<file path="config.mk">
export PLATFORM = sky130hd
export DESIGN_NAME = freq_generator
export DESIGN_NICKNAME = d
export VERILOG_FILES = /design/src/rtl/freq_generator_pkg.sv /design/src/rtl/freq_generator_bcd_to_bin.sv /design/src/rtl/freq_generator.sv
export SDC_FILE = /design/constraint.sdc
export NUM_CORES = 1
export LEC_CHECK = 0
export CAP_MARGIN = 0
export CORE_MARGIN = 4
export CORE_UTILIZATION = 45
export CTS_BUF_LIST = sky130_fd_sc_hd__clkbuf_4 sky130_fd_sc_hd__clkbuf_8 sky130_fd_sc_hd__clkbuf_16
export DETAILED_ROUTE_END_ITERATION = 8
export MAX_ROUTING_LAYER = met4
export PLACE_DENSITY_LB_ADDON = 0.2
export SETUP_SLACK_MARGIN = 0.1
export SYNTH_ARGS = -nofsm -noshare
export SYNTH_HDL_FRONTEND = slang
export SYNTH_HIERARCHICAL = 1
export SYNTH_SLANG_ARGS = --single-unit
</file>
<file path="constraint.sdc">
create_clock -name clk -period 4.4 [get_ports clk]
set_clock_uncertainty 0.2 [all_clocks]
set_input_delay 0.66 -clock clk [delete_from_list [all_inputs] [get_ports clk]]
set_output_delay 0.66 -clock clk [all_outputs]
set_load 0.005 [all_outputs]
</file>
<file path="src/rtl/freq_generator_pkg.sv">
// Shared constants and types for the square-wave generator and its BCD front end.
// Window defaults are common with the frequency counter.
package freq_generator_pkg;

  localparam int DEF_UPDATE_PERIOD = 1200;
  localparam int DEF_BITS          = 12;
  localparam int DEF_MIN_PERIOD    = 200;

  localparam logic [3:0] BCD_DIGIT_MAX = 4'd9;

  typedef enum logic [2:0] {
    IDLE    = 3'd0,
    CONVERT = 3'd1,
    COMMIT  = 3'd2
  } conv_state_e;

  function automatic logic bcd_digits_ok(input logic [3:0] t, input logic [3:0] u);
    return (t <= BCD_DIGIT_MAX) && (u <= BCD_DIGIT_MAX);
  endfunction

endpackage

</file>
<file path="src/rtl/freq_generator_bcd_to_bin.sv">
// Iterative two-digit BCD to binary converter: adds 10 once per tens count,
// then presents bin + units for one COMMIT cycle (done_o high).
module freq_generator_bcd_to_bin
  import freq_generator_pkg::*;
(
  input  logic        clk,
  input  logic        reset,
  input  logic        start,
  input  logic [3:0]  tens_i,
  input  logic [3:0]  units_i,
  output conv_state_e state_o,
  output logic        done_o,
  output logic [6:0]  bin_o
);

  conv_state_e state_q, state_d;
  logic [3:0]  tens_q, tens_d;
  logic [3:0]  units_q, units_d;
  logic [6:0]  bin_q, bin_d;

  always_ff @(posedge clk) begin
    if (reset) begin
      state_q <= IDLE;
      tens_q  <= 4'd0;
      units_q <= 4'd0;
      bin_q   <= 7'd0;
    end else begin
      state_q <= state_d;
      tens_q  <= tens_d;
      units_q <= units_d;
      bin_q   <= bin_d;
    end
  end

  always_comb begin
    state_d = state_q;
    tens_d  = tens_q;
    units_d = units_q;
    bin_d   = bin_q;
    done_o  = 1'b0;
    case (state_q)
      IDLE: begin
        if (start) begin
          tens_d  = tens_i;
          units_d = units_i;
          bin_d   = 7'd0;
          state_d = CONVERT;
        end
      end
      CONVERT: begin
        if (tens_q != 4'd0) begin
          bin_d  = bin_q + 7'd10;
          tens_d = tens_q - 4'd1;
        end else begin
          state_d = COMMIT;
        end
      end
      COMMIT: begin
        done_o  = 1'b1;
        state_d = IDLE;
      end
      default: state_d = IDLE;
    endcase
  end

  assign state_o = state_q;
  assign bin_o   = bin_q + {3'b000, units_q};

endmodule

</file>
<file path="src/rtl/freq_generator.sv">
// Programmable square-wave source: N evenly spaced rising edges per window of
// active_p clk cycles, using a Bresenham-style accumulator stepping by 2N.
module freq_generator
  import freq_generator_pkg::*;
#(
  parameter int UPDATE_PERIOD = DEF_UPDATE_PERIOD,
  parameter int BITS          = DEF_BITS,
  parameter int MIN_PERIOD    = DEF_MIN_PERIOD
) (
  input  logic            clk,
  input  logic            reset,
  input  logic [3:0]      tens,
  input  logic [3:0]      units,
  input  logic            value_load,
  output logic            ready,
  output logic            load_err,
  input  logic [BITS-1:0] period,
  input  logic            period_load,
  output logic            signal,
  output logic            period_start
);

  // value_load is a single-cycle request taken only when ready is high and both
  // digits are valid BCD; any other request is dropped and answered with load_err.
  conv_state_e     conv_state;
  logic            conv_done;
  logic [6:0]      conv_bin;
  logic            conv_start;

  logic            load_err_q, load_err_d;
  logic [6:0]      pending_n_q, pending_n_d;
  logic [6:0]      active_n_q, active_n_d;
  logic [BITS-1:0] pending_p_q, pending_p_d;
  logic [BITS-1:0] active_p_q, active_p_d;
  logic [BITS-1:0] cycle_count_q, cycle_count_d;
  logic [BITS-1:0] acc_q, acc_d;
  logic            signal_q, signal_d;
  logic            period_start_q, period_start_d;
  logic [BITS:0]   sum;

  assign ready      = (conv_state == IDLE);
  assign conv_start = value_load && ready && bcd_digits_ok(tens, units);

  freq_generator_bcd_to_bin u_bcd_to_bin (
    .clk     (clk),
    .reset   (reset),
    .start   (conv_start),
    .tens_i  (tens),
    .units_i (units),
    .state_o (conv_state),
    .done_o  (conv_done),
    .bin_o   (conv_bin)
  );

  always_ff @(posedge clk) begin
    if (reset) begin
      load_err_q     <= 1'b0;
      pending_n_q    <= 7'd0;
      active_n_q     <= 7'd0;
      pending_p_q    <= BITS'(UPDATE_PERIOD);
      active_p_q     <= BITS'(UPDATE_PERIOD);
      cycle_count_q  <= '0;
      acc_q          <= '0;
      signal_q       <= 1'b0;
      period_start_q <= 1'b0;
    end else begin
      load_err_q     <= load_err_d;
      pending_n_q    <= pending_n_d;
      active_n_q     <= active_n_d;
      pending_p_q    <= pending_p_d;
      active_p_q     <= active_p_d;
      cycle_count_q  <= cycle_count_d;
      acc_q          <= acc_d;
      signal_q       <= signal_d;
      period_start_q <= period_start_d;
    end
  end

  always_comb begin
    load_err_d  = value_load && !conv_start;
    pending_n_d = conv_done ? conv_bin : pending_n_q;
    pending_p_d = pending_p_q;
    if (period_load) begin
      pending_p_d = (period < BITS'(MIN_PERIOD)) ? BITS'(MIN_PERIOD) : period;
    end
  end

  // With 2N <= active_p the accumulator wraps at most once per cycle, so one
  // toggle per cycle suffices; the last falling edge comes from the boundary clear.
  always_comb begin
    sum            = {1'b0, acc_q} + {{(BITS-7){1'b0}}, active_n_q, 1'b0};
    cycle_count_d  = cycle_count_q;
    acc_d          = acc_q;
    signal_d       = signal_q;
    period_start_d = 1'b0;
    active_n_d     = active_n_q;
    active_p_d     = active_p_q;
    if (cycle_count_q == active_p_q - BITS'(1)) begin
      cycle_count_d  = '0;
      acc_d          = '0;
      signal_d       = 1'b0;
      period_start_d = 1'b1;
      active_n_d     = pending_n_q;
      active_p_d     = pending_p_q;
    end else begin
      cycle_count_d = cycle_count_q + BITS'(1);
      if (sum >= {1'b0, active_p_q}) begin
        acc_d    = sum[BITS-1:0] - active_p_q;
        signal_d = ~signal_q;
      end else begin
        acc_d = sum[BITS-1:0];
      end
    end
  end

  assign load_err     = load_err_q;
  assign signal       = signal_q;
  assign period_start = period_start_q;

endmodule

</file>
# Word level (Yosys, flattened, before mapping)
# Cells that the tools add are included.
# totals
inputBits	24
word_cells	56
output_inout_bits	4
regBits	83
# classes
reduce_logical	12
eq_ne	6
magnitude_cmp	4
addsub	7
muxes	13
n_bitwise	1
# op_table
cell	count
12-bit two-way mux	2
7-bit two-way mux	2
7-bit case mux with 2 select lines	1
12-bit by 8-bit adder with 13-bit output	1
13-bit by 12-bit greater-or-equal comparator with 1-bit output	1
12-bit by 1-bit adder with 12-bit output (second input constant)	1
12-bit equality test	1
12-bit by 8-bit less-than comparator with 1-bit output (second input constant)	1
12-bit by 1-bit subtractor with 12-bit output (second input constant)	1
12-bit subtractor	1
4-bit <= comparator (second input constant)	2
4-bit two-way mux	2
4-bit case mux with 2 select lines	1
7-bit by 4-bit adder with 7-bit output	1
7-bit by 4-bit adder with 7-bit output (second input constant)	1
3-bit two-way mux	2
3-bit case mux with 2 select lines	1
1-bit logical AND	4
2-bit by 1-bit inequality test with 1-bit output (second input constant)	2
2-bit AND reduction	2
4-bit nonzero test	1
4-bit by 1-bit subtractor with 4-bit output (second input constant)	1
3-bit by 1-bit equality test with 1-bit output (second input constant)	1
3-bit by 2-bit equality test with 1-bit output (second input constant)	1
other kinds (8)	9

# Depth between registers and ports, before layout
# Gate-level depths: netlist of run 1.
# depth
word_depth	5
depth_mapped	16
mapped_depth_nobuf	15

# Cells and area by module
# Netlist of run 1, hierarchy kept.
# modules_own_cells
mod	area_each_um2	seq_area_each_um2	n_inst	cells_per_inst
freq_generator	4075.2	1301.2	1	488
freq_generator_bcd_to_bin	925.9	320.3	1	110

# Least setup slack after synthesis of run 1
# Ideal clock, no wire load.
# synth_path
path_type	register to register
start	reg active_n_q[0]
end	reg acc_q[7]
t_required_ns	4.130
slack_ns	0.728
setup_ns	0.070
t_arrival_ns	3.402
period_less_slack_ns	3.672
path_buffers	0
path_stages_with_launch	15
path_cell_list	dfxtp_1 ha_1 inv_1 fa_1 and2b_2 o21a_1 o21a_1 o31a_2 nor3_1 ha_1 a21boi_0 o211ai_1 o211ai_2 or4_2 a21oi_1
# synth_between
elab_chain_cells	3
elab_cells_between_ends	4
cone_classes	2 x add/sub; 1 x order compare; 1 x mux
# synth_rtl
item	line	source
from (decl)	freq_generator.sv:32	logic [6:0] active_n_q, active_n_d;
from (signal assigned)	freq_generator.sv:69	active_n_q <= active_n_d;
12-bit by 8-bit adder with 13-bit output (*)	freq_generator.sv:91	sum = {1'b0, acc_q} + {{(BITS-7){1'b0}}, active_n_q, 1'b0};
12-bit subtractor or 13-bit by 12-bit greater-or-equal comparator with 1-bit output (tied branches)	freq_generator.sv:108, freq_generator.sv:107	
12-bit two-way mux (*)	freq_generator.sv:107	if (sum >= {1'b0, active_p_q}) begin
to (signal assigned)	freq_generator.sv:63	acc_q <= '0;
to (signal assigned)	freq_generator.sv:73	acc_q <= acc_d;
to (decl)	freq_generator.sv:36	logic [BITS-1:0] acc_q, acc_d;
# Every way passes the cells marked *; elsewhere a longest branch is shown, timed or not.
# A chain may end at the register's enable or synchronous reset.

# Worst setup path in the final report of run 1
# Ends and elaborated chain as after synthesis.

==> results.tsv, run 1 <==
metric	value	unit
Routed WL	11300	microns
Max-slew headroom	42.3	%
CTS tree	done	
area grow syn2layout	10.8	%
RSZ-0062 raised after global routing	no	
WL per Instance	14.9	microns
fill cell count	1079	
initial antenna violation count	0	
Slew @ Worst Pin	0.865	ns
CP Class	reg -> reg	
worst path required time	4.51	ns
share of layout cells above drive strength 1	6.99	%
# IOs	28	
Synth top area share	32.4	%
Setup TNS Final	0	ns
synth top area cells	dfxtp_1, ha_1, xnor2_1	
prevailing post-synth register cell	dfxtp_1	
Nets	663	
number of DRC markers in iteration 0	224	
Yosys cell types	70	
Worst Setup Start Kind	flop	
Syn. warnings	6	
P_leak	0.00203	uW
final-report setup violation count	0	
gr usage total	18.9	%
EDFF count, synth	0	
M1 GR Usage	26.2	%
Power Density	273	mW/mm^2
maximum fanout along the worst path	11	
Synth Cell Area	0.00500	sq mm
cts hold-fix bufs	0	
Final Hold Viols	0	
CTS Buf Count	9	
Antenna Violating Nets Remaining	0	
worst hold path type	reg -> reg	
IO buf count	27	
Hold EP	active_n_q[2]	
CORE AREA	0.0108	sq mm
outcome	complete, no violations	
H-tree depth	3	
crit path capture type	flop	
grt met3 use	2.86	%
Slew Limit Fails	0	
pin count of the biggest net entering global routing	48	
Reg2Reg Capture Point	acc_q[7]	
flops & latches, synth	81	
Cell Rows	38	
R2R Setup Slk	0.43	ns
Residual DRC	0	
CP startpoint	active_n_q[0]	
met2 Track Usage GR	27.8	%
cells on worst reg2reg path	14	
via count of the routed design	4214	
Mapped Nets	651	
Max VDD drop	0.000278	V
async set-reset flop share out of synthesis	0	%
gr ovfl total	0	
Sink Count	81	
Post-Syn Instances	598	
Die W	113	microns
fin util	51.1	%
post-cts gate resize count	0	
Critical R2R Launch	active_n_q[0]	
Synth Area per Inst	8.36	sq um
Max Freq	0.252	GHz
die area	0.0129	sq mm
Most Crowded Layer GR	met2	
setup bufs post-CTS	0	
first-pass GRT wire length	19300	microns
Final period util	90.3	%
1st-pass router iterations	4	
Seq/Total Area, Yosys	32.4	%
final worst path period need	3.97	ns
CTS clk-pin slew, worst paths	0.09	ns
max cap viols	0	
vias in the first global route	4068	
GPL Wtd Cong	0.827	
worst hold start	active_n_q[2]	
later-pin clock latency in the skew report	0.38	ns
ANT cells	0	
clk buf depth	2	
vias per inst	5.58	
Die Y	113	microns
area leader, netlist	dfxtp_1	
Initial Utilization	46.1	%
hold path depth	2	
CP arrival	4.08	ns
root buffer cell	clkbuf_8	
DP HPWL	8230	microns
report_power, final:
part / internal, uW / total (uW) / switching [uW]
registers: 750 / 765 / 15.1
clock network: 324 / 629 / 305
logic: 58.9 / 119 / 60.5
worst max-delay path by stage:
stage                    end  slack [ns]  cells past startpoint
finish              acc_q[7]        0.43                     14
floorplan           acc_q[7]        0.73                     14
CTS                 acc_q[4]        0.39                     15
global route        acc_q[4]        0.10                     15
global placement    acc_q[7]        0.52                     14
detailed placement  acc_q[7]        0.42                     14
state kept, by name, indices dropped and copies added (netlist names):
register              count
acc_q                    12
active_p_q               12
cycle_count_q            12
pending_p_q              12
active_n_q                7
pending_n_q               7
u_bcd_to_bin/bin_q        6
u_bcd_to_bin/tens_q       4
u_bcd_to_bin/units_q      4
u_bcd_to_bin/state_o      2
load_err                  1
period_start              1
signal                    1
per-layer routing:
| layer | vias up | part of all wire (%) |
|---|---|---|
| met2 | 61 | 43 |
| met3 | 13 | 3.5 |
| li1 | 2172 | - |
| met5 | - | 0 |
| met1 | 1968 | 51 |
| met4 | 0 | 2.0 |
Yosys cell counts, types with 5 or more instances:
cell type   n
mux2i_1    21
clkbuf_1   17
nand2b_1    9
nand3_1    17
nor4_1     13
nor2_1     67
and3_1      6
o211ai_1    6
xor2_1     12
nand2_1    22
a31oi_1     5
ha_1       26
nor2b_1     9
nand4_1    21
nor3_1     18
o31ai_1    15
o21ai_1     6
a211oi_1    6
inv_1      33
a21oi_1    46
xnor2_1    32
dfxtp_1    81
o21ai_0    27
o21a_1      5
stage by stage:
step	std cells	hold WS [ns]	total power, uW	setup slack (ns)	area [sq um]
after floorplan	598	0.237	859	0.728	5000
after global placement	739	0.254	899	0.518	5310
after detailed placement	739	0.263	901	0.417	5310
after CTS	755	0.283	1530	0.391	5530
after global routing	755	0.303	1580	0.102	5540
final	755	0.281	1510	0.427	5540
critical path, stage by stage (launching register included):
cell and delay (ns):
dfxtp_1 0.33, ha_1 0.22, inv_1 0.07, fa_1 0.19, and2b_2 0.22, o21a_1 0.20
o21a_1 0.25, o31a_2 0.31, nor3_1 0.22, ha_1 0.32, a21boi_0 0.16, o211ai_1 0.31
o211ai_4 0.20, or4_2 0.57, a21oi_1 0.14
layout make-up:
class,instances,area [sq um],share of cell area [%]
well taps,140,175,3.16
flip-flops and latches,81,1620,29.3
repair buffers,32,308,5.56
clock buffers,9,124,2.24
multi-input cells,453,3090,55.7
clock inverters,7,101,1.83
inverters,33,124,2.24
logic make-up (layout without fill, tap and decap cells):
group / count (synthesis) / in the layout / synth area share [%]
AO/OA/AOI/OAI: 146 / 146 / 19.0
XOR/XNOR: 44 / 44 / 7.71
adder cells (fa/ha/maj): 29 / 29 / 7.71
buffers and inverters: 64 / 81 / 6.05
flip-flops: 81 / 81 / 32.4
multiplexers: 23 / 23 / 4.65
other: 2 / 2 / 0.150
AND/OR/NAND/NOR: 209 / 209 / 22.3
layout by cell type, fill, tap and decap left out, drive strengths merged, types with 22 or more instances in the layout:
master         netlist  final
dfxtp               81     81
nand2               22     22
clkdlybuf4s50        0     27
ha                  26     26
inv                 33     35
a21oi               46     46
nor2                68     68
xnor2               32     32
o21ai               34     34
No activity file was read; power rests on OpenSTA's default activity.
==> run 2: changes to the inputs <==
--- a/config.mk
+++ b/config.mk
@@ -6,6 +6,8 @@
 export NUM_CORES = 1
 export LEC_CHECK = 0
 export CAP_MARGIN = 0
+export CELL_PAD_IN_SITES_DETAIL_PLACEMENT = 0
+export CELL_PAD_IN_SITES_GLOBAL_PLACEMENT = 1
 export CORE_MARGIN = 4
 export CORE_UTILIZATION = 45
 export CTS_BUF_LIST = sky130_fd_sc_hd__clkbuf_4 sky130_fd_sc_hd__clkbuf_8 sky130_fd_sc_hd__clkbuf_16
==> run 2 against run 1 <==
  * Global-route usage fell by 0.23 points
  * Critical path depth is the same
  * Setup slack improved by 0.18 ns
  * Non-clock buffer count up 1
  * Via count grew 1.2%
  * Critical path type unchanged
  * Largest cell class unchanged
==> results.tsv, run 2 (same netlist as run 1, synthesis figures left out) <==
metric	value	unit
outcome	complete, no violations	
cts hold-fix bufs	0	
CTS tree	done	
placed insts	740	
ANT cells	0	
initial antenna violation count	0	
CTS Buf Count	9	
DP HPWL	8380	microns
post-cts gate resize count	0	
max incr delay on CP	0.54	ns
share of layout cells above drive strength 1	7.14	%
area grow syn2layout	9.93	%
Die Y	113	microns
Residual DRC	0	
Seq pwr share	54.7	%
Antenna Violating Nets Remaining	0	
H-tree depth	3	
P_leak	0.00202	uW
1st-pass router iterations	5	
via count of the routed design	4266	
Max Freq	0.264	GHz
DP Worst Slack	0.626	ns
first-pass GRT wire length	19300	microns
IO buf count	27	
fill cell count	1053	
most common cell after layout, fill and taps aside	dfxtp_1	
Max-slew headroom	44.7	%
Max VDD drop	0.000239	V
RSZ-0062 raised after global routing	no	
setup ws final	0.607	ns
max cap viols	0	
CP Class	reg -> reg	
clk buf depth	2	
net switching power	348	uW
FF/Latch Area	0.00162	sq mm
Nets	664	
die area	0.0129	sq mm
pin count of the biggest net entering global routing	48	
CTS clk-pin slew, worst paths	0.08	ns
final worst path period need	3.79	ns
Multi-input gate area	0.00308	sq mm
# IOs	28	
Slew Limit Fails	0	
switching share of power	24.9	%
Initial Utilization	46.1	%
GPL Wtd Cong	0.878	
maximum fanout along the worst path	6	
Sink Count	81	
crit path capture type	flop	
CORE AREA	0.0108	sq mm
Cell Chain, Critical Path	ha_1, inv_1, fa_1, and2b_2, o21a_1, o21a_1, o31a_2, nor3_1, ha_1, a21boi_0, o211ai_1, o211ai_2, or4_2, a21oi_1	
root buffer cell	clkbuf_8	
Power Density	254	mW/mm^2
worst hold path type	reg -> reg	
gr ovfl total	0	
Die W	113	microns
crit path buf inv count	1	
Routed WL	11400	microns
Final period util	86.2	%
Cell Rows	38	
Slew @ Worst Pin	0.829	ns
Post-Layout Cell Count	756	
WL per Instance	15.0	microns
delay-heaviest family, CP	compound AO/OA/AOI/OAI gates	
CP arrival	3.88	ns
Final Hold Viols	0	
setup bufs post-CTS	0	
number of DRC markers in iteration 0	305	
worst path required time	4.48	ns
P_int	1050	uW
most frequent cells in the layout	dfxtp_1, nor2_1, a21oi_1, inv_1, xnor2_1	
later-pin clock latency in the skew report	0.35	ns
Hold Slack	0.279	ns
final-report setup violation count	0	
Worst Setup Start Kind	flop	
Logic pwr share	8.5	%
gr usage total	18.7	%
clock share of power	36.8	%
vias in the first global route	3941	
Setup TNS Final	0	ns
vias per inst	5.64	
CP max-delay cell	or4_2	
-- run 2: cell count changes in the layout (fill, tap and decap cells not counted), sizes merged --
cell,change
clkbuf,+4
bufinv,-2
buf,+1
clkinvlp,-1
inv,-1
-- run 2: metal layers --
| layer | share of wire, % | GRT usage (%) | vias to the layer above |
|---|---|---|---|
| met5 | 0 | - | - |
| met4 | 0.70 | 3.61 | 0 |
| met3 | 3.6 | 4.46 | 8 |
| met2 | 45 | 27.4 | 74 |
| met1 | 51 | 26.5 | 2006 |
| li1 | - | - | 2178 |
-- run 2: worst min-delay path: cells and delay by family, from the launching register on --
kind | cells | cell delay, ns
AO/OA/AOI/OAI | 2 | 0.11
flip-flops | 1 | 0.32
-- run 2: cell type report --
cell class	count	share of cell area, %
clock buffers	13	2.91
clock inverters	3	0.455
inverters	33	2.25
multi-input cells	453	56.0
flip-flops and latches	81	29.5
well taps	140	3.19
repair buffers	33	5.74
-- run 2: worst paths after layout --
check                       end  depth (start not counted)  slack, ns     startpoint
setup / recovery       acc_q[7]                         14       0.61  active_n_q[0]
hold / removal    active_n_q[0]                          2       0.28  active_n_q[0]
setup reg to reg       acc_q[7]                         14       0.61  active_n_q[0]
hold reg to reg   active_n_q[0]                          2       0.28  active_n_q[0]
-- run 2: power by group through the flow --
stage          combinational [uW]  clock (uW)  sequential [uW]
6_report                      119         515              765
5_1_grt                       134         563              768
4_1_cts                       120         538              765
3_5_place_dp                  119           0              782
3_3_place_gp                  118           0              781
2_1_floorplan                82.1           0              777
-- run 2: metrics by stage --
stage               power [uW]  utilization [%]  area [sq um]
floorplan                  859                -          5000
global placement           899             49.0          5310
detailed placement         901             49.0          5310
CTS                       1420             50.7          5500
global route              1460             50.7          5500
finish                    1400             50.7          5500
==> run 3: changes to the inputs <==
--- a/config.mk
+++ b/config.mk
@@ -12,6 +12,7 @@
 export CORE_UTILIZATION = 45
 export CTS_BUF_LIST = sky130_fd_sc_hd__clkbuf_4 sky130_fd_sc_hd__clkbuf_8 sky130_fd_sc_hd__clkbuf_16
 export DETAILED_ROUTE_END_ITERATION = 8
+export GPL_TIMING_DRIVEN = 0
 export MAX_ROUTING_LAYER = met4
 export PLACE_DENSITY_LB_ADDON = 0.2
 export SETUP_SLACK_MARGIN = 0.1
@@ -19,3 +20,4 @@
 export SYNTH_HDL_FRONTEND = slang
 export SYNTH_HIERARCHICAL = 1
 export SYNTH_SLANG_ARGS = --single-unit
+export TNS_END_PERCENT = 5
==> run 3 against run 2 <==
  * Register-to-register slack worse by 0.24 ns
  * Core utilization grew 1.5 points
  * Final area up 3.0%
  * Critical endpoint unchanged
  * Largest power group unchanged
==> results.tsv, run 3 (same netlist as run 1, synthesis figures left out) <==
metric	value	unit
CTS Buf Count	9	
most common cell after layout, fill and taps aside	dfxtp_1	
outcome	complete, no violations	
later-pin clock latency in the skew report	0.37	ns
Antenna Violating Nets Remaining	0	
P_leak	0.00208	uW
ANT cells	0	
1st-pass router iterations	5	
Slew Limit Fails	0	
DP Worst Slack	0.137	ns
area grow syn2layout	13.2	%
Final period util	91.8	%
die area	0.0129	sq mm
switching share of power	25.5	%
Worst Setup Start Kind	flop	
Seq pwr share	51.8	%
worst path required time	4.51	ns
maximum fanout along the worst path	10	
setup ws final	0.362	ns
Max VDD drop	0.000218	V
clock share of power	39.7	%
Die Y	113	microns
net switching power	376	uW
Routed WL	11700	microns
setup bufs post-CTS	0	
gr usage total	19.8	%
WL per Instance	15.0	microns
cells on worst reg2reg path	15	
CORE AREA	0.0108	sq mm
initial antenna violation count	0	
root buffer cell	clkbuf_8	
Max-slew headroom	56.0	%
max cap viols	0	
DP HPWL	8890	microns
number of DRC markers in iteration 0	225	
final worst path period need	4.04	ns
CTS tree	done	
Critical R2R Launch	active_n_q[0]	
clk buf depth	2	
Cell Rows	38	
hold path depth	1	
CP startpoint	active_n_q[0]	
Power Density	261	mW/mm^2
P_int	1100	uW
H-tree depth	3	
final-report setup violation count	0	
Logic pwr share	8.5	%
Slew @ Worst Pin	0.654	ns
via count of the routed design	4371	
worst hold start	cycle_count_q[0]	
Initial Utilization	46.1	%
# IOs	28	
worst hold path type	reg -> reg	
RSZ-0062 raised after global routing	no	
placement-stage cell area	0.00544	sq mm
Finished Cell Area	0.00566	sq mm
Setup TNS Final	0	ns
crit path capture type	flop	
vias in the first global route	4176	
total power	1480	uW
vias per inst	5.60	
share of layout cells above drive strength 1	8.44	%
first-pass GRT wire length	20000	microns
Sink Count	81	
Nets	688	
Max Freq	0.248	GHz
most frequent cells in the layout	dfxtp_1, nor2_1, a21oi_1, inv_1, xnor2_1	
Die W	113	microns
gr ovfl total	0	
CP arrival	4.15	ns
pin count of the biggest net entering global routing	15	
Residual DRC	0	
CP Class	reg -> reg	
IO buf count	26	
CTS clk-pin slew, worst paths	0.09	ns
Final Hold Viols	0	
GPL Wtd Cong	0.827	
## run 3: path summary, 6_finish.rpt
kind | slack [ns] | endpoint
hold / removal | 0.27 | cycle_count_q[0]
setup / recovery | 0.36 | acc_q[7]
setup reg to reg | 0.36 | acc_q[7]
hold reg to reg | 0.27 | cycle_count_q[0]
## run 3: power groups by stage
stage | Sequential, uW | Clock (uW) | Combinational (uW)
finish | 764 | 585 | 126
global placement | 781 | 0 | 124
global route | 767 | 634 | 142
floorplan | 777 | 0 | 82.1
CTS | 764 | 607 | 126
detailed placement | 781 | 0 | 126
## run 3: through the flow
stage               hold slack, ns  cells  utilization (%)
floorplan                    0.237    598                -
global placement             0.254    764             50.1
detailed placement           0.260    764             50.1
CTS                          0.281    780             52.1
global route                 0.306    780             52.2
finish                       0.272    780             52.2
## run 3: repair_timing
action,CTS,global route
hold buffers,0,0
gates resized for setup,0,4
hold endpoints to repair,0,0
setup endpoints to repair,0,13
## run 3: worst max-delay path, cell delays in order, from the launching register on
cell and delay, ns:
dfxtp_1 0.33, ha_1 0.23, inv_1 0.08, fa_1 0.19, and2b_2 0.22, o21a_1 0.20
o21a_2 0.25, o211ai_1 0.32, ha_1 0.32, clkbuf_1 0.22, a21oi_1 0.19, o21ai_0 0.11
o22ai_2 0.17, o211ai_4 0.20, or4_2 0.58, a21oi_1 0.14
## run 3: final cells by class
type,instances,area [sq um]
Multi-Input combinational cell,453,3090
Buffer,31,179
Sequential cell,81,1620
Clock inverter,5,62.6
Tap cell,140,175
Inverter,33,124
Timing Repair Buffer,26,260
Fill cell,1037,5180
Clock buffer,11,145
## run 3: routing by layer
| layer | up-vias | share of wire, % | GRT usage (%) | wire length (microns) |
|---|---|---|---|---|
| li1 | 2229 | - | - | - |
| met1 | 2033 | 49 | 26.3 | 5720 |
| met2 | 89 | 45 | 29.8 | 5300 |
| met3 | 20 | 3.5 | 3.29 | 408 |
| met4 | 0 | 2.3 | 8.41 | 267 |
| met5 | - | 0 | - | 0 |
==> edit 1: new RTL, config.mk and constraints of run 2 <==
The output `load_err` loses its register stage (`load_err_q` becomes a continuous assignment).
--- a/src/rtl/freq_generator.sv
+++ b/src/rtl/freq_generator.sv
@@ -54,7 +54,6 @@
 
   always_ff @(posedge clk) begin
     if (reset) begin
-      load_err_q     <= 1'b0;
       pending_n_q    <= 7'd0;
       active_n_q     <= 7'd0;
       pending_p_q    <= BITS'(UPDATE_PERIOD);
@@ -64,7 +63,6 @@
       signal_q       <= 1'b0;
       period_start_q <= 1'b0;
     end else begin
-      load_err_q     <= load_err_d;
       pending_n_q    <= pending_n_d;
       active_n_q     <= active_n_d;
       pending_p_q    <= pending_p_d;
@@ -75,6 +73,8 @@
       period_start_q <= period_start_d;
     end
   end
+
+  assign load_err_q = load_err_d;
 
   always_comb begin
     load_err_d  = value_load && !conv_start;
Function: changed (a bounded check fails within 4 cycles, from zero or initial values and one cycle with reset high).
==> edit 1 against run 2 <==
Power is 1.6% lower. Sequential cell count is 1 lower. Final cell count is 9.3% lower. Area after synthesis is 7.0% lower. Setup slack better by 0.054 ns. Maximum frequency is 1.4% higher. Design area is 6.2% lower. Wire length is 17% lower. Sequential share of layout area is 1.6 points higher. Largest cell class unchanged.
==> edit 1: results (changes against run 2) <==
syn nets: 581 (was 651)
Die Wd: 110 microns (was 113 microns)
slew margin rel.: 48.0% (was 44.7%)
slowest cell on the critical path: or4_1 (was or4_2)
post-synthesis compound-gate area fraction: 14.2% (was 19.0%)
GR Util All Layers: 17.8% (was 18.7%)
count of multi-input gates: 393 (was 453)
adder-cell share of the synthesized area: 8.29% (was 7.71%)
Seq Cell Count: 80 (was 81)
Leak: 0.00216 uW (was 0.00202 uW)
R2R depth: 13 (was 14)
Peak VDD IR: 0.281 mV (was 0.239 mV)
layout cell share with drive strength beyond 1: 5.97% (was 7.14%)
fin crit share: 85.0% (was 86.2%)
via/cell ratio: 5.22 (was 5.64)
Post-Syn Area per Cell: 8.81 sq um (was 8.36 sq um)
Seq/total area: 31.1% (was 29.5%)
nets@finish: 601 (was 664)
Cell Area, Placed: 0.00496 sq mm (was 0.00531 sq mm)
Hold Slack: 0.280 ns (was 0.279 ns)
XOR/XNOR Fraction of Synth Area: 10.1% (was 7.71%)
clk cell area share: 3.71% (was 3.37%)
top cells by area, synth: dfxtp_1 34%, mux2i_1 8.0%, ha_1 7.0% (was dfxtp_1 32%, ha_1 6.5%, xnor2_1 5.6%)
clock latency on the worst-skew pair: 0.37 ns (was 0.35 ns)
number of global-route vias before repair: 3367 (was 3941)
post-synthesis mux area share: 7.96% (was 4.65%)
CP Capture Point: signal$_SDFFE_PP0P_ (was acc_q[7]$_SDFF_PP0_)
DP Wirelength: 7210 microns (was 8380 microns)
area occupied by multi-input gates: 0.00279 sq mm (was 0.00308 sq mm)
CP max FO: 14 (was 6)
Final non-clock buffer share: 5.39% (was 5.74%)
synth unique cells: 68 (was 70)
fin cells: 686 (was 756)
buffers outside the clock class: 28 (was 33)
status: complete, no violations (unchanged)
WHS Endpoint: u_bcd_to_bin/tens_q[1]$_SDFFE_PP0P_ (was active_n_q[0]$_SDFFE_PP0P_)
CP max stage delay: 0.48 ns (was 0.54 ns)
fin util: 52.0% (was 50.7%)
Worst EP arrival: 3.78 ns (was 3.88 ns)
largest net degree at the start of global routing: 46 (was 48)
first-pass GRT wire length: 16200 microns (was 19300 microns)
# fillers: 990 (was 1053)
R2R Path Start: active_n_q[1]$_SDFFE_PP0P_ (was active_n_q[0]$_SDFFE_PP0P_)
inverter count: 36 (was 33)
RePlAce Congestion: 0.852 (was 0.878)
HP Class: reg -> reg (unchanged)
pre-CTS setup slack: 0.491 ns (was 0.626 ns)
R2R Setup Slk: 0.66 ns (was 0.61 ns)
HP Start: u_bcd_to_bin/tens_q[1]$_SDFFE_PP0P_ (was active_n_q[0]$_SDFFE_PP0P_)
Routed WL: 9440 microns (was 11400 microns)
[edit 1: cell count changes after synthesis, sizes merged, moves of 5 or more]
cell	before	now
a21oi	46	23
and3	7	2
clkbuf	18	9
mux2i	21	37
nand3	17	8
nand4	21	9
nor2	68	83
nor3	18	11
nor4	15	6
o21ai	34	18
o31ai	16	2
xnor2	32	38
[edit 1: routing by layer]
| layer | GRT usage (%) | part of all wire (%) |
|---|---|---|
| met1 | 23.2 | 49 |
| met2 | 27.2 | 45 |
| met3 | 5.11 | 4.7 |
| met4 | 4.54 | 1.0 |
| met5 | - | 0 |
[edit 1: power by group through the flow]
stage | clock, uW | sequential, uW | combinational [uW]
2_1_floorplan | 0 | 765 | 68.1
3_3_place_gp | 0 | 770 | 101
3_5_place_dp | 0 | 770 | 102
4_1_cts | 549 | 753 | 102
5_1_grt | 576 | 756 | 113
6_report | 523 | 753 | 101
==> edit 2: new RTL, flow settings as in run 2 <==
Made on the original files. Change the package constant `DEF_BITS` from 12 to 14.
--- a/src/rtl/freq_generator_pkg.sv
+++ b/src/rtl/freq_generator_pkg.sv
@@ -3,7 +3,7 @@
 package freq_generator_pkg;
 
   localparam int DEF_UPDATE_PERIOD = 1200;
-  localparam int DEF_BITS          = 12;
+  localparam int DEF_BITS          = 14;
   localparam int DEF_MIN_PERIOD    = 200;
 
   localparam logic [3:0] BCD_DIGIT_MAX = 4'd9;
Interface: changed (resized period); port bits go from 28 to 30. No check against the original RTL was run, so the function may have changed too.
==> edit 2 against run 2 <==
Area after synthesis grew 3.3%. Count of clock-buffer cells in the layout shrank 2. Core utilization grew 2.3 points. Design area grew 6.5%. Maximum frequency shrank 6.4%. Synthesized cell count grew 1.0%. Setup slack lost 0.26 ns. Sequential cell count grew 8. Global-route usage shrank 0.26 points. Wire length shrank 1.5%. Critical path depth grew 2.
Power is not compared: it rests on default switching activity, and its combinational part moved more than twofold at a synthesized area within 25%.
==> edit 2: results (changes against run 2) <==
Routed WL: 11200 microns (was 11400 microns)
Worst EP arrival: 4.13 ns (was 3.88 ns)
syn nets: 661 (was 651)
#FFs+latches synth: 89 (was 81)
via/cell ratio: 5.38 (was 5.64)
# fillers: 1046 (was 1053)
R2R Setup Slk: 0.35 ns (was 0.61 ns)
met2 Use GR: 29.2% (was 27.4%)
inverter count: 39 (was 33)
R2R depth: 16 (was 14)
wire length on met2: 5200 microns (was 5070 microns)
share of cell area taken by multi-input logic gates: 53.1% (was 56.0%)
# resized after CTS: 1 (was 0)
WHS Endpoint: acc_q[0]$_SDFFE_PP0P_ (was active_n_q[0]$_SDFFE_PP0P_)
pre-CTS setup slack: 0.0372 ns (was 0.626 ns)
layout cell share with drive strength beyond 1: 6.18% (was 7.14%)
Post-Place Cells: 753 (was 740)
GR Util All Layers: 18.4% (was 18.7%)
DRT met1 WL: 5270 microns (was 5800 microns)
Max Fclk: 247 MHz (was 264 MHz)
Worst R2R End: acc_q[11]$_SDFF_PP0_ (was acc_q[7]$_SDFF_PP0_)
post-synthesis compound-gate area fraction: 13.0% (was 19.0%)
post-synthesis mux area share: 8.34% (was 4.65%)
Seq/total area: 30.4% (was 29.5%)
# clk buffers: 11 (was 13)
status: complete, no violations (unchanged)
synth unique cells: 66 (was 70)
Post-Syn Area per Cell: 8.55 sq um (was 8.36 sq um)
clk cell area share: 5.26% (was 3.37%)
largest net degree at the start of global routing: 53 (was 48)
nets@finish: 683 (was 664)
buffers outside the clock class: 34 (was 33)
first-pass GRT wire length: 19200 microns (was 19300 microns)
number of global-route vias before repair: 4083 (was 3941)
HP Start: acc_q[0]$_SDFFE_PP0P_ (was active_n_q[0]$_SDFFE_PP0P_)
synth cell count leaders: 97 x nor2_1, 89 x dfxtp_1, 43 x mux2i_1, 39 x inv_1, 33 x xnor2_1 (was 81 x dfxtp_1, 67 x nor2_1, 46 x a21oi_1, 33 x inv_1, 32 x xnor2_1)
DP Wirelength: 8380 microns (about the same)
top cells by area, synth: dfxtp_1 35%, mux2i_1 8.3%, nor2_1 7.1% (was dfxtp_1 32%, ha_1 6.5%, xnor2_1 5.6%)
power share of the combinational group: 32.3%
XOR/XNOR Fraction of Synth Area: 9.67% (was 7.71%)
Hold Slack: 0.271 ns (was 0.279 ns)
Final non-clock buffer share: 5.73% (was 5.74%)
adder-cell share of the synthesized area: 7.95% (was 7.71%)
CTS root buf: clkbuf_16 (was clkbuf_8)
via count: 4150 (was 4266)
Cell Area, Placed: 0.00551 sq mm (was 0.00531 sq mm)
sequential area share after synthesis: 34.5% (was 32.4%)
worst slew pin tran: 0.781 ns (was 0.829 ns)
drt pass-1 iters: 4 (was 5)
global routing usage on met1: 22.6% (was 26.5%)
edit 2: changes by cell type after synthesis, sizes merged, moves of 6 or more:
| cell | run 2 | this run |
|---|---|---|
| nor4 | 15 | 6 |
| o31ai | 16 | 3 |
| nor2 | 68 | 98 |
| a21oi | 46 | 27 |
| o21ai | 34 | 20 |
| nand4 | 21 | 8 |
| dfxtp | 81 | 89 |
| inv | 33 | 39 |
| clkbuf | 18 | 12 |
| mux2i | 21 | 43 |
| xor2 | 12 | 24 |
edit 2: worst max-delay path, cell delays in order, from the launching register on:
cell,delay [ns]
dfxtp_1,0.35
ha_1,0.18
inv_1,0.05
fa_1,0.39
nor2b_1,0.17
o31a_1,0.19
o21ai_1,0.16
nor2_1,0.20
xor2_1,0.13
ha_1,0.39
nand4_1,0.13
o41ai_1,0.38
a41o_1,0.24
a21oi_4,0.05
buf_12,0.16
or3b_2,0.46
a21oi_1,0.14
